===== src/rtl/dm_port_arbiter.sv =====
// dm_port_arbiter
// Shares one single-port unified RAM between the instruction-fetch port and
// the load/store port. Data accesses win over fetches in IDLE because they
// belong to an older instruction. Each grant launches one RAM access that is
// held until the RAM signals ready. The response is registered and returned
// to the owner as a one-cycle rvalid pulse. A flush kills any fetch response
// that has not yet been delivered. Data accesses are never affected by flush.
module dm_port_arbiter #(
  parameter int ADDR_W = 32,
  parameter int DATA_W = 32
) (
  input  logic              clk,
  input  logic              rst,

  // instruction-fetch requester
  input  logic              if_req_i,
  input  logic [ADDR_W-1:0] if_addr_i,
  output logic              if_gnt_o,
  output logic              if_rvalid_o,
  output logic [DATA_W-1:0] if_rdata_o,

  // load/store requester
  input  logic              dm_re_i,
  input  logic              dm_we_i,
  input  logic [3:0]        dm_be_n_i,
  input  logic [ADDR_W-1:0] dm_addr_i,
  input  logic [DATA_W-1:0] dm_wdata_i,
  output logic              dm_gnt_o,
  output logic              dm_rvalid_o,
  output logic [DATA_W-1:0] dm_rdata_o,

  // pipeline redirect
  input  logic              flush_i,

  // RAM macro side
  output logic              ram_en_o,
  output logic [3:0]        ram_we_n_o,
  output logic [ADDR_W-1:0] ram_addr_o,
  output logic [DATA_W-1:0] ram_wdata_o,
  input  logic [DATA_W-1:0] ram_rdata_i,
  input  logic              ram_ready_i
);

  typedef enum logic [1:0] {
    IDLE    = 2'd0,
    IF_BUSY = 2'd1,
    DM_BUSY = 2'd2
  } state_t;

  state_t            state_reg, state_next;

  // Access parameters captured at grant time; the RAM is driven only from
  // these so that requesters are free to change their inputs after gnt.
  logic [ADDR_W-1:0] addr_reg, addr_next;
  logic [DATA_W-1:0] wdata_reg, wdata_next;
  logic [3:0]        we_n_reg, we_n_next;

  // Set while the in-flight fetch has been overtaken by a redirect.
  logic              kill_reg, kill_next;

  // Response registers, one set per requester.
  logic [DATA_W-1:0] if_rdata_reg, if_rdata_next;
  logic [DATA_W-1:0] dm_rdata_reg, dm_rdata_next;
  logic              if_rvalid_reg, if_rvalid_next;
  logic              dm_rvalid_reg, dm_rvalid_next;

  // Grant decisions before reset gating.
  logic              dm_req;
  logic              dm_gnt;
  logic              if_gnt;
  logic              busy;

  assign dm_req = dm_re_i | dm_we_i;
  assign busy   = (state_reg != IDLE);

  // State register and all captured/response registers.
  always_ff @(posedge clk) begin
    if (rst) begin
      state_reg     <= IDLE;
      addr_reg      <= '0;
      wdata_reg     <= '0;
      we_n_reg      <= 4'b1111;
      kill_reg      <= 1'b0;
      if_rdata_reg  <= '0;
      dm_rdata_reg  <= '0;
      if_rvalid_reg <= 1'b0;
      dm_rvalid_reg <= 1'b0;
    end else begin
      state_reg     <= state_next;
      addr_reg      <= addr_next;
      wdata_reg     <= wdata_next;
      we_n_reg      <= we_n_next;
      kill_reg      <= kill_next;
      if_rdata_reg  <= if_rdata_next;
      dm_rdata_reg  <= dm_rdata_next;
      if_rvalid_reg <= if_rvalid_next;
      dm_rvalid_reg <= dm_rvalid_next;
    end
  end

  // Next-state, grant arbitration, capture and response logic.
  always_comb begin
    state_next     = state_reg;
    addr_next      = addr_reg;
    wdata_next     = wdata_reg;
    we_n_next      = we_n_reg;
    kill_next      = kill_reg;
    if_rdata_next  = if_rdata_reg;
    dm_rdata_next  = dm_rdata_reg;
    if_rvalid_next = 1'b0;
    dm_rvalid_next = 1'b0;
    dm_gnt         = 1'b0;
    if_gnt         = 1'b0;

    case (state_reg)
      IDLE: begin
        kill_next = 1'b0;
        if (dm_req) begin
          // Data port has fixed priority over fetch.
          dm_gnt     = 1'b1;
          addr_next  = dm_addr_i;
          wdata_next = dm_wdata_i;
          we_n_next  = dm_we_i ? dm_be_n_i : 4'b1111;
          state_next = DM_BUSY;
        end else if (if_req_i) begin
          // A redirect in the grant cycle still grants, but the response
          // is already dead.
          if_gnt     = 1'b1;
          addr_next  = if_addr_i;
          we_n_next  = 4'b1111;
          kill_next  = flush_i;
          state_next = IF_BUSY;
        end
      end

      IF_BUSY: begin
        if (ram_ready_i) begin
          state_next = IDLE;
          kill_next  = 1'b0;
          // A flush in the completion cycle suppresses delivery too.
          if (!kill_reg && !flush_i) begin
            if_rdata_next  = ram_rdata_i;
            if_rvalid_next = 1'b1;
          end
        end else if (flush_i) begin
          kill_next = 1'b1;
        end
      end

      DM_BUSY: begin
        if (ram_ready_i) begin
          // Stores also complete here; rvalid doubles as write acknowledge.
          state_next     = IDLE;
          dm_rdata_next  = ram_rdata_i;
          dm_rvalid_next = 1'b1;
        end
      end

      default: begin
        state_next = IDLE;
        kill_next  = 1'b0;
      end
    endcase
  end

  // Grants are combinational but held low while reset is asserted.
  assign dm_gnt_o = dm_gnt & ~rst;
  assign if_gnt_o = if_gnt & ~rst;

  assign if_rvalid_o = if_rvalid_reg;
  assign if_rdata_o  = if_rdata_reg;
  assign dm_rvalid_o = dm_rvalid_reg;
  assign dm_rdata_o  = dm_rdata_reg;

  // RAM side: enable for the whole busy period, captured values only.
  assign ram_en_o    = busy;
  assign ram_addr_o  = addr_reg;
  assign ram_wdata_o = wdata_reg;

  // Per-lane write enables: a lane is written only during a busy period and
  // only if the captured byte-enable selects it.
  genvar gi;
  generate
    for (gi = 0; gi < 4; gi++) begin : g_lane_we
      assign ram_we_n_o[gi] = busy ? we_n_reg[gi] : 1'b1;
    end
  endgenerate

endmodule


===== config.mk =====
export PLATFORM = sky130hd
export DESIGN_NAME = dm_port_arbiter
export DESIGN_NICKNAME = d
export VERILOG_FILES = /design/src/rtl/dm_port_arbiter.sv
export SDC_FILE = /design/constraint.sdc
export NUM_CORES = 1
export LEC_CHECK = 0
export ABC_AREA = 1
export BUFFER_PORTS_ARGS = -buffer_cell sky130_fd_sc_hd__buf_2
export CORE_ASPECT_RATIO = 0.9
export CORE_MARGIN = 5
export CORE_UTILIZATION = 42
export DETAILED_ROUTE_END_ITERATION = 10
export GPL_TIMING_DRIVEN = 1
export PLACE_DENSITY_LB_ADDON = 0.2
export SYNTH_ARGS = -nofsm -noshare
export SYNTH_HDL_FRONTEND = slang
export SYNTH_SLANG_ARGS = --single-unit

===== constraint.sdc =====
create_clock -name clk -period 3.38 [get_ports clk]
set_input_delay 0.338 -clock clk [delete_from_list [all_inputs] [get_ports clk]]
set_output_delay 0.338 -clock clk [all_outputs]
set_load 0.02 [all_outputs]

==> results.tsv <==
metric	value	unit
status	complete, no violations	
synth_warnings	0	
clk_latency	0.42	ns
reg2regPathDepth	8	
globalRoute.totalOverflow	0	
hold_viol	0	
cpMaxStageDelayCell	ha_1	
rows	39	
die_y	117	um
dp_hpwl	10.8	mm
cts_sinks	137	
drc_errors	0	
synth.avg_cell_area	7.30	um^2
cp_data_arrival_time	2.38	ns
skew	0.0156	ns
hp-class	in -> reg	
num_vias	5352	
p_per_area	608	mW/mm^2
critical_path.endpoint	dm_gnt_o	
period_minus_slack	2.71	ns
r2r-end	ram_addr_o[21]	
finalCritPeriodShare	80.3	%
cts_root_buffer	clkbuf_16	
track_usage	19.6	%
tns	0	ns
most-common-layout-cells	buf_2, nor2_1, dfxtp_1, o21ai_0, nand2_1	
antenna_found_initial	0	
power.share.sequential	41.4	%
routabilityCongestion	0.865	
cts_buffer_depth	2	
io_buffers	275	
postSynthCellCount	726	
cts_inserted_buffers	17	
cts_tree	done	
drtAntennaViolNets	0	
ys_seq_area_share	51.8	%
critPathRequiredTime	3.04	ns
combPwrFrac	18.9	%
cpLargestDelayFamily	buffers and inverters	
p_int	3.16	mW
power	4.43	mW
die_area	0.0150	mm^2
synth_fp_nets	869	
pwr-share-clk	39.8	%
cp_num_buf_inv	5	
crit_top_cell	inv_2	
cp_cell_sequence	inv_1, ha_1, inv_2, nor2_4, buf_4, inv_2, nor2_1, buf_2	
max_stage_delay	0.33	ns
p_leak	3.70	nW
cts_hold_buf	0	
p_sw	1.27	mW
drtPass1Iterations	4	
ios	276	
holdPathStages	3	
relSlewSlack	29.1	%
startpoint	state_reg[1]	
drt-initial-drc-count	313	
postCtsSetupBuffers	0	
sw_frac_of_total	28.7	%
synth.distinct_cells	20	
layout_commonest_cell	buf_2	
critPathLaunchType	register	
reg2reg_from	state_reg[1]	
report.final.slew_viol_count	0	
critPathCaptureType	primary output	
grt_first_pass_wirelength	23.4	mm
path_clk_slew	0.06	ns
cts_resized	0	
ys_seq_elements	137	
core-area	0.0125	mm^2
vias_per_cell	4.62	
fmax	0.368	GHz
grt_max_degree	66	
vdd_drop_max	0.415	mV
wl_per_cell	13.2	um
nets	1125	
layout-drive-gt1-share	32.4	%
cp.depth	8	
path_class	reg -> out	
cp_max_fo	33	
setup_viol	0	
synth_area	0.00530	mm^2
max_cap_violations	0	
syn2layout_area_growth	37.6	%
rsz0062_at_grt	no	
h-tree-depth	4	
grt_pass1_vias	4770	
dieWidth	128	um
r2r_setup_slack	1.35	ns
start_util	42.3	%
wl	15.3	mm
tightest_slew	1.06	ns
==> synth_stat cells <==
cell / number / share of area (%)
nor2_1: 197 / 14
dfxtp_1: 137 / 52
o21ai_0: 132 / 12
nand2_1: 113 / 8.0
inv_1: 42 / 3.0
a21oi_1: 34 / 3.2
clkbuf_1: 26 / 1.8
buf_2: 10 / 0.94
nand3_1: 9 / 0.85
buf_6: 4 / 0.85
ha_1: 4 / 0.94
inv_2: 4 / 0.28
or2_2: 4 / 0.47
clkbuf_2: 3 / 0.28
buf_4: 2 / 0.28
a21oi_4: 1 / 0.31
nand4_1: 1 / 0.12
nor2_2: 1 / 0.12
nor2_4: 1 / 0.21
nor4_1: 1 / 0.12
==> tightest hold or removal path: stages <==
cell and delay [ns]:
buf_2 0.07, nor2_1 0.03, nor2_1 0.08
==> power by group through the flow <==
stage	logic, mW	registers (mW)	clock network [mW]
2_1_floorplan	0.359	2.04	0
3_3_place_gp	0.840	1.87	0
3_5_place_dp	0.846	1.86	0
4_1_cts	0.849	1.83	1.80
5_1_grt	0.932	1.85	1.88
6_report	0.837	1.83	1.76
==> through the flow <==
step | instance area [um^2] | cells | util [%] | hold WS [ns] | worst slack [ns]
final | 7290 | 1158 | 58.1 | 0.141 | 0.666
after global routing | 7290 | 1157 | 58.1 | 0.136 | 0.453
after CTS | 7290 | 1157 | 58.1 | 0.131 | 0.626
after detailed placement | 6730 | 1127 | 53.6 | 0.432 | 1.09
after global placement | 6730 | 1127 | 53.6 | 0.428 | 1.15
after floorplan | 5300 | 726 | - | 0.407 | 1.54
==> final cells by class <==
| class | count | area (um^2) |
|---|---|---|
| antenna | 1 | 2.50 |
| clock buffer | 22 | 464 |
| clock inverter | 8 | 97.6 |
| fill | 1202 | 5250 |
| inverter | 46 | 173 |
| multi-input combinational | 498 | 2170 |
| sequential | 137 | 2740 |
| tap | 164 | 205 |
| timing repair buffer | 282 | 1440 |
==> metal layers <==
| metal | GRT usage (%) | up-vias | part of all wire (%) |
|---|---|---|---|
| li1 | - | 2812 | - |
| met1 | 24.2 | 2343 | 42 |
| met2 | 30.8 | 181 | 47 |
| met3 | 7.59 | 16 | 9.7 |
| met4 | 8.27 | 0 | 1.5 |
| met5 | 0 | - | 0 |
==> worst min path at each step <==
stage                   start         endpoint  slack [ns]
2_1_floorplan             rst         kill_reg        0.41
3_3_place_gp   if_rdata_o[30]   if_rdata_o[30]        0.43
3_5_place_dp   if_rdata_o[30]   if_rdata_o[30]        0.43
4_1_cts        dm_wdata_i[14]  ram_wdata_o[14]        0.13
5_1_grt        dm_wdata_i[14]  ram_wdata_o[14]        0.14
6_report        dm_wdata_i[2]   ram_wdata_o[2]        0.14
==> logic make-up (layout without fill, tap and decap cells) <==
kind of cell	Yosys count	count (layout)	synth area share (%)
other cells	0	1	0
compound gates	167	167	16.0
flops	137	137	51.8
buf+inv	91	358	7.46
simple gates	327	327	23.8
fa+ha+maj	4	4	0.945
(Power assumes the default switching activity.)
